$ cat config.mk
export PLATFORM = sky130hd
export DESIGN_NAME = seg_scan_ctrl
export DESIGN_NICKNAME = d
export VERILOG_FILES = /design/src/rtl/seg_scan_pkg.sv /design/src/rtl/seg_scan_tick.sv /design/src/rtl/seg_scan_ctrl.sv
export SDC_FILE = /design/constraint.sdc
export NUM_CORES = 1
export LEC_CHECK = 0
export ABC_AREA = 1
export CAP_MARGIN = 20
export CORE_MARGIN = 4
export CORE_UTILIZATION = 55
export CTS_BUF_LIST = sky130_fd_sc_hd__clkbuf_4 sky130_fd_sc_hd__clkbuf_8
export CTS_CLUSTER_DIAMETER = 120
export DETAILED_ROUTE_END_ITERATION = 10
export PLACE_DENSITY = 0.76
export SLEW_MARGIN = 0
export SYNTH_ARGS = -nofsm -noshare
export SYNTH_HDL_FRONTEND = slang
export SYNTH_SLANG_ARGS = --single-unit
$ cat constraint.sdc
create_clock -name CLK -period 5.6 [get_ports CLK]
set_clock_uncertainty 0.2 [all_clocks]
set_input_delay 1.12 -clock CLK [delete_from_list [all_inputs] [get_ports CLK]]
set_output_delay 1.12 -clock CLK [all_outputs]
set_load 0.01 [all_outputs]
$ cat src/rtl/seg_scan_pkg.sv
// -----------------------------------------------------------------------------
// seg_scan_pkg
// Shared types and constants for the multiplexed segment scan controller.
//   NUM_POS    : display positions per frame (two per stored value)
//   NUM_VALUES : stored 4-bit values (each drives a tens and a ones position)
//   value_t    : one 4-bit display value
//   vidx_t     : index into a value bank
//   pos_t      : display position 0..NUM_POS-1
//   lz_blank() : leading-zero blanking rule, used when SEG_SCAN_LZ_BLANK_EN
//                is defined in the top level
// -----------------------------------------------------------------------------
package seg_scan_pkg;

  localparam int NUM_POS    = 8;
  localparam int NUM_VALUES = 4;

  typedef logic [3:0]                     value_t;
  typedef logic [$clog2(NUM_VALUES)-1:0]  vidx_t;
  typedef logic [$clog2(NUM_POS)-1:0]     pos_t;

  // A tens digit below ten is a leading zero of a two-digit display value
  // (values A..F still show a tens digit on the decoder side).
  function automatic logic lz_blank(input logic place, input value_t v);
    return place & (v < 4'd10);
  endfunction

endpackage

$ cat src/rtl/seg_scan_tick.sv
// -----------------------------------------------------------------------------
// seg_scan_tick
// Dwell divider: counts 0..SCAN_DIV-1 while enabled and flags the terminal
// count. The count freezes while en_i is low.
// Ports:
//   clk_i   : clock, rising edge
//   rst_ni  : asynchronous active-low reset
//   en_i    : count enable
//   tick_o  : high in the cycle where the divider sits at its terminal count
//             and en_i is high (one cycle per dwell period)
// -----------------------------------------------------------------------------
module seg_scan_tick #(
  parameter int unsigned SCAN_DIV = 50000
) (
  input  logic clk_i,
  input  logic rst_ni,
  input  logic en_i,
  output logic tick_o
);

  // Keep at least one bit so SCAN_DIV=1 still builds; the counter then stays 0.
  localparam int DW = (SCAN_DIV > 1) ? $clog2(SCAN_DIV) : 1;
  localparam logic [DW-1:0] TERM = DW'(SCAN_DIV - 1);

  logic [DW-1:0] div_q;
  logic [DW-1:0] div_d;
  logic          term_s;

  // Next-state of the divider and terminal-count detection.
  always_comb begin
    div_d  = div_q;
    term_s = (div_q == TERM);
    if (!en_i) begin
      div_d = div_q;
    end else if (term_s) begin
      div_d = '0;
    end else begin
      div_d = div_q + DW'(1);
    end
  end

  assign tick_o = en_i & term_s;

  // Divider register.
  always_ff @(posedge clk_i or negedge rst_ni) begin
    if (!rst_ni) begin
      div_q <= '0;
    end else begin
      div_q <= div_d;
    end
  end

endmodule

$ cat src/rtl/seg_scan_ctrl.sv
// -----------------------------------------------------------------------------
// seg_scan_ctrl
// Eight-position display scanner over four double-buffered 4-bit values.
// Software writes the shadow bank at any time and requests a commit with
// UPDATE; the commit is applied only at a frame boundary so a frame never
// shows a mix of old and new values.
// Ports:
//   CLK        : clock, rising edge
//   RST_N      : asynchronous active-low reset
//   EN         : scan enable; low freezes divider, SELECT, UPD_PEND, active bank
//   WR_EN      : shadow write strobe
//   WR_ADDR    : shadow index 0..3
//   WR_DATA    : shadow value
//   UPDATE     : commit request (shadow -> active at next frame boundary)
//   DIGIT      : registered active value for the current position
//   SELECT     : current position 0..7
//   PLACE      : registered, 1 = tens position, 0 = ones position
//   BLANK      : registered position suppress
//   UPD_PEND   : commit requested, not yet applied
//   FRAME_DONE : one-cycle pulse after each 7->0 wrap
// Configuration:
//   SEG_SCAN_LZ_BLANK_EN : when defined, BLANK suppresses tens digits below 10;
//                          otherwise BLANK is always 0.
// -----------------------------------------------------------------------------
module seg_scan_ctrl
  import seg_scan_pkg::*;
#(
  parameter int unsigned SCAN_DIV = 50000
) (
  input  logic       CLK,
  input  logic       RST_N,
  input  logic       EN,
  input  logic       WR_EN,
  input  logic [1:0] WR_ADDR,
  input  logic [3:0] WR_DATA,
  input  logic       UPDATE,
  output logic [3:0] DIGIT,
  output logic [2:0] SELECT,
  output logic       PLACE,
  output logic       BLANK,
  output logic       UPD_PEND,
  output logic       FRAME_DONE
);

  logic tick_s;
  logic wrap_s;

  pos_t                         sel_q,    sel_d;
  logic                         pend_q,   pend_d;
  value_t [NUM_VALUES-1:0]      shadow_q, shadow_d;
  value_t [NUM_VALUES-1:0]      active_q, active_d;
  value_t                       digit_q,  digit_d;
  logic                         place_q,  place_d;
  logic                         blank_q,  blank_d;
  logic                         fdone_q,  fdone_d;

  seg_scan_tick #(
    .SCAN_DIV (SCAN_DIV)
  ) u_tick (
    .clk_i  (CLK),
    .rst_ni (RST_N),
    .en_i   (EN),
    .tick_o (tick_s)
  );

  // Next-state for position, commit handshake, banks and display registers.
  always_comb begin
    sel_d    = sel_q;
    pend_d   = pend_q;
    shadow_d = shadow_q;
    active_d = active_q;
    digit_d  = digit_q;
    place_d  = place_q;
    blank_d  = 1'b0;
    fdone_d  = 1'b0;

    wrap_s = tick_s & (sel_q == pos_t'(NUM_POS - 1));

    if (tick_s) begin
      sel_d = sel_q + pos_t'(1);
    end else begin
      sel_d = sel_q;
    end

    // A pending commit uses the shadow as registered before this edge. If no
    // commit was pending, an UPDATE seen at the boundary waits a full frame.
    if (wrap_s && pend_q) begin
      active_d = shadow_q;
      pend_d   = 1'b0;
    end else if (EN && UPDATE) begin
      pend_d   = 1'b1;
    end else begin
      pend_d   = pend_q;
    end

    if (WR_EN) begin
      shadow_d[WR_ADDR] = WR_DATA;
    end else begin
      shadow_d = shadow_q;
    end

    // Display registers are loaded from next-state so they line up with SELECT.
    digit_d = active_d[sel_d[2:1]];
    place_d = sel_d[0];
`ifdef SEG_SCAN_LZ_BLANK_EN
    blank_d = lz_blank(place_d, digit_d);
`else
    blank_d = 1'b0;
`endif
    fdone_d = wrap_s;
  end

  // State and output registers.
  always_ff @(posedge CLK or negedge RST_N) begin
    if (!RST_N) begin
      sel_q    <= '0;
      pend_q   <= 1'b0;
      shadow_q <= '0;
      active_q <= '0;
      digit_q  <= 4'd0;
      place_q  <= 1'b0;
      blank_q  <= 1'b0;
      fdone_q  <= 1'b0;
    end else begin
      sel_q    <= sel_d;
      pend_q   <= pend_d;
      shadow_q <= shadow_d;
      active_q <= active_d;
      digit_q  <= digit_d;
      place_q  <= place_d;
      blank_q  <= blank_d;
      fdone_q  <= fdone_d;
    end
  end

  assign DIGIT      = digit_q;
  assign SELECT     = sel_q;
  assign PLACE      = place_q;
  assign BLANK      = blank_q;
  assign UPD_PEND   = pend_q;
  assign FRAME_DONE = fdone_q;

endmodule

# Word level (Yosys, flattened, before mapping)
# Cells that the tools add are included.
# totals
output_inout_bits	11
register_bits	58
# classes
reduce_logical	4
mux	10
order_cmp	3
bitwise_logic	2
add_sub_neg	2
n_eq_ne	2
# op_table
cell	count
$mux W16	2
$add A16 B1 Y16 const B	1
$bwmux W16	1
$eq A16 B16 Y1 const B	1
$bmux W4 S2	1
$demux W4 S2	1
$mux W4	2
$lt A2 B3 Y1 const B	2
$add A3 B1 Y3 const B	1
$eq A3 B3 Y1 const B	1
$logic_and A1 B1 Y1	3
$mux W3	1
$and A1 B1 Y1	2
$ge A2 B1 Y1 const B	1
$mux W1	2
$reduce_bool A2 Y1	1

# Longest topological paths before layout
# depth
word_depth	7
ltp_mapped	12

# By module
# From an unflattened synthesis, not the netlist that was laid out.
# hier_totals
cells_unflattened	325
area_unflattened_um2	2736.4
# by_module_without_submodules
mod	cells_each	instances	area_per_inst_um2
seg_scan_ctrl	191	1	1774.2
seg_scan_tick	134	1	962.2

# Least setup slack after synthesis
# Ideal clock, no wire load.
# synth_path
kind	input -> register
start	in EN
end	reg u_tick.div_q[14]
setup_ns	0.117
setup_slack_ns	3.250
stages	8
required_ns	5.283
path_buffers	1
arrival_time_ns	2.033
path_cell_list	buf_4 -> nand3_1 -> nor3_2 -> nand3_1 -> nor2_2 -> nand4_1 -> nor2_1 -> nor2_1
# synth_lines
element	line_no	source
from (decl)	seg_scan_ctrl.sv:32	input logic EN,
to (signal assigned)	seg_scan_tick.sv:49	div_q <= div_d;
to (decl)	seg_scan_tick.sv:25	logic [DW-1:0] div_q;

# Final worst setup path
# layout_path
start	reg pend_q (netlist: UPD_PEND)
end	out UPD_PEND
# layout_lines
element	line_no	source
from (decl)	seg_scan_ctrl.sv:49	logic pend_q, pend_d;
from (signal assigned)	seg_scan_ctrl.sv:126	pend_q <= pend_d;
to (decl)	seg_scan_ctrl.sv:41	output logic UPD_PEND,
# No word-level cell between the ends.

==> Flow_metrics.wiki <==
{| class="wikitable"
! Metric !! Value
|-
| CP max-delay cell || dfrtp_1
|-
| Path class of the lowest-slack min-delay path || flop to flop
|-
| Critical Setup Path Class || flop to output port
|-
| GR Util All Layers || 19.7%
|-
| Number of buffers inserted to repair setup after CTS || 0
|-
| Flip-flop and latch count after synthesis || 57
|-
| Port Buf Inserts || 20
|-
| Share of synthesized flip-flops with an asynchronous set or reset || 100%
|-
| Clock tree from TritonCTS || done
|-
| Post-Route WL || 5360 µm
|-
| Cells resized by post-CTS repair || 0
|-
| H-tree level count || 3
|-
| Core area || 4750 µm²
|-
| Layout overhead on the synthesized area || 15.1%
|-
| Status || completed
|-
| Number of warnings reported in the yosys synthesis log || 0
|-
| Static Leak || 1.61 nW
|-
| Hold buffer count at CTS || 0
|-
| Achievable clock frequency || 314 MHz
|-
| Critical path endpoint category || output port
|-
| Startpoint of the most critical register-to-register path || u_tick.div_q[0]
|-
| Total power divided by cell area || 308 nW/µm²
|-
| Relative slew slack || 49.0%
|-
| Syn_nets || 320
|-
| Most frequent cell after synthesis || nand2_1
|-
| Crit share post-route || 56.9%
|-
| Post-route ant nets || 0
|-
| DP Worst Slack || 2.37 ns
|-
| Via total after detailed routing || 2048
|-
| Skew-Pair Late Insertion Delay || 0.33 ns
|-
| Maximum number of pins on one net before global-route repair || 58
|-
| Worst EP arrival || 1.87 ns
|-
| Number of global-route vias before repair || 1920
|-
| Number of enable flip-flop cells after synthesis || 0
|-
| Initial DRC Count || 185
|-
| Critical path's top delay family || flip-flops
|-
| Fin. Hold Viols || 0
|-
| Clock tree root driver cell || clkbuf_8
|-
| Max Slew Vio Count || 0
|-
| Post-Route Setup TNS || 0 ns
|-
| Final Cell Area || 3130 µm²
|-
| Most instantiated flip-flop cell in the synthesis netlist || dfrtp_1
|-
| Number of CTS-inserted buffers || 9
|-
| Ports placed on the boundary || 22
|-
| Reg2reg path depth || 9
|-
| Wire length of the first global-routing pass || 9310 µm
|-
| CP required || 4.28 ns
|-
| Cell breakdown of the critical path || clkdlybuf4s50_1
|-
| Crit Reg-Reg Endpoint || DIGIT[0]
|-
| Final #Nets || 345
|-
| Clock sinks || 57
|-
| Number of remaining DRC errors || 0
|-
| Via density per instance || 5.08
|-
| Clk slew on worst S/H paths || 0.06 ns
|-
| Top cells by area, synth || dfrtp_1, nand2_1, nand3_1
|-
| Total die area || 6140 µm²
|-
| Post-synth top area share || 52.4%
|-
| Area of combinational cells with multiple inputs || 1130 µm²
|-
| Fin cells || 403
|-
| Number of cell rows || 25
|-
| Netlist area before placement || 2720 µm²
|-
| Final Util || 65.9%
|-
| Yosys cell types || 32
|-
| Top cell types by occurrence after synthesis || nand2_1, dfrtp_1, nand3_1, inv_1
|-
| Startpoint of the worst setup timing path || UPD_PEND
|-
| First-pass iteration count of the detailed router || 4
|-
| Slew at the pin with the worst max-slew slack || 0.765 ns
|-
| Worst hold margin || 0.267 ns
|-
| Post-synthesis cell count || 306
|-
| Total congestion overflow || 0
|-
| Setup ws final || 2.41 ns
|-
| Diode insertion count for antenna repair || 0
|-
| Placed Cells || 387
|-
| MaxCap Viol Count || 0
|-
| FILL cells || 386
|-
| Share of cells above drive strength 1 || 13.1%
|-
| Count of buffer and inverter cells on the critical path || 1
|-
| Placed instance area || 2950 µm²
|-
| Weighted congestion reported at the end of routability-driven placement || 0.871
|-
| Sequential cell area || 1430 µm²
|-
| Min Tclk post-route || 3.19 ns
|-
| Startpoint types || flop
|-
| Top cell type by total area after synthesis || dfrtp_1
|-
| Avg Inst Size Synth || 8.90 µm²
|-
| Height of the die || 78.4 µm
|-
| Initial core utilization || 57.3%
|-
| Register area share after synthesis || 52.4%
|-
| Startpoint of the most critical hold path || active_q[15]
|-
| RSZ-0062 raised after global routing || false
|-
| Die extent in x || 78.4 µm
|-
| Overall power after layout || 964 µW
|-
| Cell depth of the worst hold path || 2
|-
| Initial antenna violation count || 0
|-
| HPWL after detailed placement || 3720 µm
|-
| Highest net fanout along the worst path || 19
|-
| Maximum root-to-sink buffer count || 2
|-
| Crit path largest cell delay || 0.84 ns
|-
| Register-to-Register Setup Slack || 3.34 ns
|-
| End point of the worst hold path || active_q[15]
|-
| Average detailed-routed wire length per instance || 13.3 µm
|-
| Count of final setup violators || 0
|-
| Maximum resistive drop on vdd || 191 µV
|}
## metal layers
layer | share of wire, % | vias up | track usage (%) | wire length (µm)
met5 | 0 | - | 0 | 0
met1 | 51 | 936 | 31.4 | 2750
met2 | 41 | 56 | 24.7 | 2200
li1 | - | 1049 | - | -
met4 | 1.3 | 0 | 9.62 | 72
met3 | 6.2 | 7 | 4.47 | 330
## cells by family (layout without fill, tap and decap cells)
logic type / count (synthesis) / count (layout) / synth area share (%)
other: 1 / 1 / 0.138
DFF: 57 / 57 / 52.4
adders and majority gates: 3 / 3 / 1.38
buffers and inverters: 37 / 67 / 6.20
and+or+nand+nor: 171 / 171 / 31.5
xor gates and xnor gates: 7 / 7 / 2.25
AOI/OAI and AO/OA: 30 / 30 / 6.11
## cell type report
class / instances / share of cell area [%]
Multi-Input combinational cell: 212 / 36.0
Sequential cell: 57 / 45.5
Timing Repair Buffer: 21 / 6.47
Inverter: 30 / 3.59
Tap cell: 67 / 2.67
Clock inverter: 3 / 0.479
Clock buffer: 13 / 5.31
## sequential cells by signal (all words and copies together) (netlist names)
register,count
DIGIT,4
FRAME_DONE,1
SELECT,3
UPD_PEND,1
active_q,16
shadow_q,16
u_tick.div_q,16
## report_power, final
group | total, mW | switching [mW] | internal [mW]
clock | 0.345 | 0.152 | 0.192
combinational | 0.119 | 0.0727 | 0.0468
sequential | 0.500 | 0.0459 | 0.454
total | 0.964 | 0.271 | 0.694
## worst min-delay path, stage by stage (launching register included)
cell	delay, ns
dfrtp_1	0.32
nand2_1	0.06
nand2_1	0.05
## how the worst max path moves through the flow
| stage | to | slack (ns) | cells after the start |
|---|---|---|---|
| final | UPD_PEND | 2.41 | 1 |
| after floorplan | u_tick.div_q[14] | 3.25 | 8 |
| after CTS | UPD_PEND | 2.39 | 1 |
| after global placement | DIGIT[1] | 2.38 | 8 |
| after global routing | UPD_PEND | 2.32 | 1 |
| after detailed placement | DIGIT[2] | 2.37 | 8 |
## cells in the final DEF (no fill, tap or decap)
cell type and instances:
a21oi_1 6, a22oi_1 1, buf_2 1, buf_4 1
clkbuf_4 2, clkbuf_8 11, clkdlybuf4s50_1 19, clkinv_1 1
clkinv_2 3, conb_1 1, dfrtp_1 57, ha_1 3
inv_1 25, inv_2 4, nand2_1 84, nand2_4 1
nand3_1 40, nand3_2 9, nand3_4 2, nand4_1 7
nor2_1 17, nor2_2 2, nor2_4 3, nor2_8 1
nor3_1 2, nor3_2 1, o21ai_0 17, o21ai_1 2
o21ai_2 2, o22a_1 1, o31ai_1 1, or2_1 1
or2_2 1, xnor2_1 2, xor2_1 5
Power figures use the tool's default switching activity.
